`src/rtl/rob_retire_pkg.sv`:
```
// Shared sizing and types for the reorder buffer / retirement slice.
// Aliases are {old dest, old flags} physical register pairs handed back to the free list.
package rob_retire_pkg;

    localparam int PR_ADDR_W    = 7;
    localparam int FETCH_WIDTH  = 4;
    localparam int RETIRE_WIDTH = 3;
    localparam int CMPLT_PORTS  = 5;
    localparam int ROB_DEPTH    = 32;
    localparam int ROB_ADDR_W   = 5;

    localparam int ALIAS_W = 2 * PR_ADDR_W;
    localparam int CNT_W   = ROB_ADDR_W + 1;
    localparam int N_W     = $clog2(RETIRE_WIDTH + 1);

    typedef logic [ROB_ADDR_W-1:0] rob_idx_t;
    typedef logic [CNT_W-1:0]      rob_cnt_t;
    typedef logic [N_W-1:0]        ret_cnt_t;
    typedef logic [ALIAS_W-1:0]    alias_pair_t;

    // Physical register 0 is a constant register, so an all-zero pair means "nothing freed".
    localparam alias_pair_t PR_NONE = '0;

    // Ring-buffer offset; wraps naturally because ROB_DEPTH is a power of two.
    function automatic rob_idx_t rob_add(rob_idx_t base, int unsigned off);
        return base + rob_idx_t'(off);
    endfunction

endpackage

```
`src/rtl/rob_retire_select.sv`:
```
// Retire selection: counts the run of valid & done entries starting at head,
// capped at RETIRE_WIDTH and at the current occupancy.
module retire_select
    import rob_retire_pkg::*;
(
    input  logic [ROB_DEPTH-1:0]    ready_bits,
    input  rob_idx_t                head,
    input  rob_cnt_t                count,
    output ret_cnt_t                n,
    output logic [RETIRE_WIDTH-1:0] lane_en
);

    logic run;

    // NOTE: every output and temporary gets a default before the loop, so no latch is inferred.
    always_comb begin
        run     = 1'b1;
        n       = '0;
        lane_en = '0;
        for (int j = 0; j < RETIRE_WIDTH; j++) begin
            run        = run && ready_bits[rob_add(head, j)] && (rob_cnt_t'(j) < count);
            lane_en[j] = run;
            if (run) n = n + 1'b1;
        end
    end

endmodule

```
`src/rtl/rob_retire.sv`:
```
// In-order reorder buffer: allocates FETCH_WIDTH slots per group, tracks completion,
// retires up to RETIRE_WIDTH entries per cycle and returns their old aliases as freed registers.
module rob_retire
    import rob_retire_pkg::*;
(
    input  logic                                clk,
    input  logic                                rst,
    input  logic [ALIAS_W*FETCH_WIDTH-1:0]      alloc_aliases,
    input  logic [FETCH_WIDTH-1:0]              alloc_slot_valid,
    input  logic                                alloc_valid,
    output logic                                alloc_ready,
    output logic [FETCH_WIDTH*ROB_ADDR_W-1:0]   rob_entries,
    input  logic [CMPLT_PORTS-1:0]              cmplt_valid,
    input  logic [CMPLT_PORTS*ROB_ADDR_W-1:0]   cmplt_idx,
    output logic [ALIAS_W*RETIRE_WIDTH-1:0]     free_regs,
    output logic                                rob_empty
);

    localparam rob_cnt_t ALLOC_LIMIT = rob_cnt_t'(ROB_DEPTH - FETCH_WIDTH);
    localparam rob_cnt_t GROUP_CNT   = rob_cnt_t'(FETCH_WIDTH);

    rob_idx_t                head;
    rob_idx_t                tail;
    rob_cnt_t                count;
    logic [ROB_DEPTH-1:0]    valid;
    logic [ROB_DEPTH-1:0]    done;
    alias_pair_t             alias_mem [ROB_DEPTH];
    ret_cnt_t                ret_n;
    logic [RETIRE_WIDTH-1:0] lane_en;
    logic                    fire;

    // Same-cycle retires are deliberately not credited, keeping alloc_ready off the retire path.
    assign alloc_ready = (count <= ALLOC_LIMIT) && !rst;
    assign fire        = alloc_valid && alloc_ready;
    assign rob_empty   = (count == '0);

    always_comb begin
        rob_entries = '0;
        for (int i = 0; i < FETCH_WIDTH; i++)
            rob_entries[i*ROB_ADDR_W +: ROB_ADDR_W] = rob_add(tail, i);
    end

    retire_select u_select (
        .ready_bits (valid & done),
        .head       (head),
        .count      (count),
        .n          (ret_n),
        .lane_en    (lane_en)
    );

    // NOTE: later non-blocking writes to the same bit win, so the order below is the priority:
    // completion, then retire clear, then allocation (allocation beats a stale completion).
    always_ff @(posedge clk) begin
        if (rst) begin
            head  <= '0;
            tail  <= '0;
            count <= '0;
            valid <= '0;
            done  <= '0;
        end else begin
            for (int p = 0; p < CMPLT_PORTS; p++)
                if (cmplt_valid[p] && valid[cmplt_idx[p*ROB_ADDR_W +: ROB_ADDR_W]])
                    done[cmplt_idx[p*ROB_ADDR_W +: ROB_ADDR_W]] <= 1'b1;
            for (int j = 0; j < RETIRE_WIDTH; j++)
                if (lane_en[j]) begin
                    valid[rob_add(head, j)] <= 1'b0;
                    done[rob_add(head, j)]  <= 1'b0;
                end
            if (fire) begin
                for (int i = 0; i < FETCH_WIDTH; i++) begin
                    valid[rob_add(tail, i)] <= 1'b1;
                    done[rob_add(tail, i)]  <= !alloc_slot_valid[i];
                end
                tail <= rob_add(tail, FETCH_WIDTH);
            end
            head  <= head + rob_idx_t'(ret_n);
            count <= count + (fire ? GROUP_CNT : rob_cnt_t'(0)) - rob_cnt_t'(ret_n);
        end
    end

    // NOTE: alias storage has no reset; an entry is only read after its valid bit was set by a write.
    always_ff @(posedge clk) begin
        if (fire)
            for (int i = 0; i < FETCH_WIDTH; i++)
                alias_mem[rob_add(tail, i)] <= alloc_slot_valid[i]
                    ? alloc_aliases[i*ALIAS_W +: ALIAS_W] : PR_NONE;
    end

    always_ff @(posedge clk) begin
        if (rst) begin
            free_regs <= '0;
        end else begin
            for (int j = 0; j < RETIRE_WIDTH; j++)
                free_regs[j*ALIAS_W +: ALIAS_W] <= lane_en[j] ? alias_mem[rob_add(head, j)] : PR_NONE;
        end
    end

endmodule
```
`config.mk`:
```
export PLATFORM = sky130hd
export DESIGN_NAME = rob_retire
export DESIGN_NICKNAME = d
export VERILOG_FILES = /design/src/rtl/rob_retire_pkg.sv /design/src/rtl/rob_retire_select.sv /design/src/rtl/rob_retire.sv
export SDC_FILE = /design/constraint.sdc
export NUM_CORES = 1
export LEC_CHECK = 0
export ABC_AREA = 1
export CAP_MARGIN = 20
export CORE_MARGIN = 5
export CORE_UTILIZATION = 40
export CTS_CLUSTER_SIZE = 40
export DETAILED_ROUTE_END_ITERATION = 10
export GPL_ROUTABILITY_DRIVEN = 0
export PLACE_DENSITY_LB_ADDON = 0.12
export SLEW_MARGIN = 25
export SYNTH_ARGS = -nofsm -noshare
export SYNTH_HDL_FRONTEND = slang
export SYNTH_HIERARCHICAL = 1
export SYNTH_SLANG_ARGS = --single-unit
```
`constraint.sdc`:
```
create_clock -name clk -period 4.19 [get_ports clk]
set_input_delay 0.838 -clock clk [delete_from_list [all_inputs] [get_ports clk]]
set_output_delay 0.838 -clock clk [all_outputs]
set_load 0.005 [all_outputs]
```
==> impl_metrics.toml <==
[status]
status = "complete, no violations"

[critical_path]
end_kind = "flop"
path_delay_family = "adder cells"
crit_cells = 22
crit_path_start = "head[0]$_SDFF_PP0_"
path_cells = "ha_1 > inv_1 > nand3_1 > nand3_1 > nand3_1 > nand2_1 > nand2_1 > nand2_2 > nor2_4 > ha_1 > inv_1 > nand3_1 > nand2_1 > ha_1 > inv_1 > ha_1 > fa_1 > nand2_1 > nand2_1 > a21oi_1 > o21ai_0 > a21oi_1"
worstPathArrival_ns = 4.44
r2r-end = "count[5]$_SDFF_PP0_"
worst-path-max-fanout = 35
critical-path-slowest-cell = "ha_1"
endpoint = "count[5]$_SDFF_PP0_"
r2r_start = "head[0]$_SDFF_PP0_"
reg2reg_setup_slack_ns = 0.31
crit_buf_inv = 3
worst_ep_required_time_ns = 4.75
worstRegToRegCells = 22
critical_path.startpoint_type = "flop"
cp_slowest_stage_delay_ns = 0.53
path_class = "flop to flop"
path_common_cell = "nand2_1"

[routing]
drt_iter0_drc = 3752
drc_errors = 0
wl_per_cell_microns = 23.23
routed_wl_microns = 137900
vias = 33800
viasPerCell = 5.694
dr.pass1.iters = 7
ant_nets = 0

[global_route]
grt-ovfl-total = 0
grt_pass1_wl_microns = 201500
grt_max_degree = 173
antenna_found_initial = 3
grtUsageTotal = 0.2828
first_global_vias = 30907

[power_and_ir_drop]
cellLeakagePower_nw = 15.75
p_per_area_mw_per_mm2 = 346.6
peakVddDrop_uv = 273.1

[clocking]
clock_latency_ns = 0.64
htree_levels = 3
cts_sinks = 568
tritoncts = "yes"
clk_path_buf_depth = 3
cts_hold_buf = 0
clk_pin_slew_ns = 0.06
root_buffer = "clkbuf_16"
cts_resized = 0
cts_buffers = 68
post_cts_buffers = 0

[final_layout]
seq_area_sq_mm = 0.01586
multiInputGateArea_sq_mm = 0.01598
drive_above_1_share = 0.07049
fin_nets = 4845
finalNonFillerCells = 5936
n_fill_cell = 8735
synthToLayoutAreaGrowth_pct = 14.54
antenna_cells = 0

[synthesis]
netlist_area_sq_mm = 0.03498
ys.warnings.count = 6
synth-seq-area-share = 0.4532
netlist_instances = 4673
avgSynthCellArea_sq_um = 7.486
synth_enable_flop_cells = 448
async_flop_share = 0
yosys.cell_types.count = 63
synth_flop_cell = "edfxtp_1"
ys_ff_latch = 568

[sta]
final_max_slew_viol_count = 0
setup_viol = 0
fin_crit_ns = 3.882
setup_slack_ns = 0.3083
fin_crit_sh = 0.9264
worst_slew_pin_slew_ns = 1.099
fin_tns_setup_ns = 0
rsz0062_at_grt = "no"
hold_violations = 0
finClkSkew_ns = 0.03663
max_slew_margin = 0.2649
fmax_mhz = 257.6

[placed_design]
place_ws_ns = 0.3830
dp_hpwl_microns = 92500
port_buffers = 148
dp_cells = 5812

[die]
rows = 108
die_w_microns = 305.7
die_h_microns = 305.7
fp.coreArea_sq_mm = 0.08675
start_util = 0.4032
ios = 157
dieArea_sq_mm = 0.09347

[flow_run]
maxCapViolations = 0

[worst_hold_path]
hold_path.class = "flop to flop"
min_from = "count[0]$_SDFF_PP0_"
-- synthesized netlist by cell type, types with 46 or more instances --
cell      count  share of area
a211oi_1     46         0.0099
a21oi_1     232          0.033
buf_2        93          0.013
clkbuf_1    147          0.016
dfxtp_1     120          0.069
edfxtp_1    448           0.38
inv_1       422          0.045
nand2_1    1335           0.14
nand3_1     237          0.034
nand4_1     114          0.020
nor2_1      339          0.036
nor3_1       65         0.0093
o211ai_1     79          0.017
o21ai_0     630          0.090
-- layer usage --
layer  global-route usage  share of wire
met1               0.3875           0.42
met2               0.4513           0.45
met3              0.04493          0.084
met4               0.1134          0.047
met5                    0       0.000051
-- flip-flops by register name, summed over array words and instances, names as in the netlist --
name / count
tail: 3
done: 32
head: 5
alias_mem: 448
valid: 32
free_regs: 42
count: 6
-- final cells by class --
class,count,share of cell area
clock inverters,27,0.009899
well taps,1155,0.03607
repair buffers,284,0.06604
multi-input cells,3348,0.3988
clock buffers,97,0.04980
inverters,457,0.04353
flip-flops and latches,568,0.3959
-- per-stage QoR --
step | hold slack [ns] | area [sq um] | total power [mW] | utilization
floorplan | 0.5072 | 35000 | 7.141 | -
global placement | 0.5877 | 37690 | 7.666 | 0.4344
detailed placement | 0.5934 | 37690 | 7.668 | 0.4344
CTS | 0.6041 | 40080 | 13.96 | 0.4620
global route | 0.6449 | 40070 | 14.33 | 0.4619
finish | 0.6044 | 40070 | 13.89 | 0.4619
-- layout by cell type, fill, tap and decap left out, drive strengths merged, types with 4 or more instances in the layout --
master	netlist	layout
inv	444	442
dfxtp	120	120
o2111ai	4	4
o21a	6	6
o211ai	79	79
bufinv	0	7
nor2	351	351
buf	158	143
or2	5	5
clkinv	13	32
o22ai	41	41
o221ai	7	7
a21oi	233	233
clkdlybuf4s50	0	141
clkbuf	148	97
a211oi	46	46
a31oi	10	10
mux2i	27	27
ha	23	23
nand3	239	239
o21ai	652	652
nand2	1356	1356
nand4	114	114
nand2b	4	4
a41oi	10	10
o21bai	5	5
nor4	5	5
conb	2	8
nor3	70	70
o32ai	14	14
edfxtp	448	448
or3b	8	8
a311oi	5	5
nand3b	8	8
-- kinds of logic after synthesis --
logic type	Yosys count	synth area share
XOR/XNOR	4	0.001216
AND/OR/NAND/NOR	2163	0.2587
buffers and inverters	763	0.09181
flip-flops	568	0.4532
other	2	0.0002147
AO/OA/AOI/OAI	1121	0.1777
multiplexers	27	0.007726
adder cells (fa/ha/maj)	25	0.009371
-- power breakdown --
group          internal [mW]  switching [mW]
clock                   3.79            2.54
sequential              6.22          0.0913
combinational          0.398           0.853
total                   10.4            3.48
-- how the worst min path moves through the flow --
stage	to	slack, ns	depth (start not counted)
after floorplan	valid[10]$_SDFF_PP0_	0.51	2
after global placement	done[5]$_SDFF_PP0_	0.59	4
after detailed placement	done[5]$_SDFF_PP0_	0.59	4
after CTS	done[5]$_SDFF_PP0_	0.60	4
after global routing	count[0]$_SDFF_PP0_	0.64	3
final	count[0]$_SDFF_PP0_	0.60	3
-- worst min-delay path, stage by stage, from the launching register on --
cell and delay [ns]:
dfxtp_1 0.34, inv_1 0.07, ha_1 0.12, nor2_1 0.03
(Power assumes the default switching activity.)
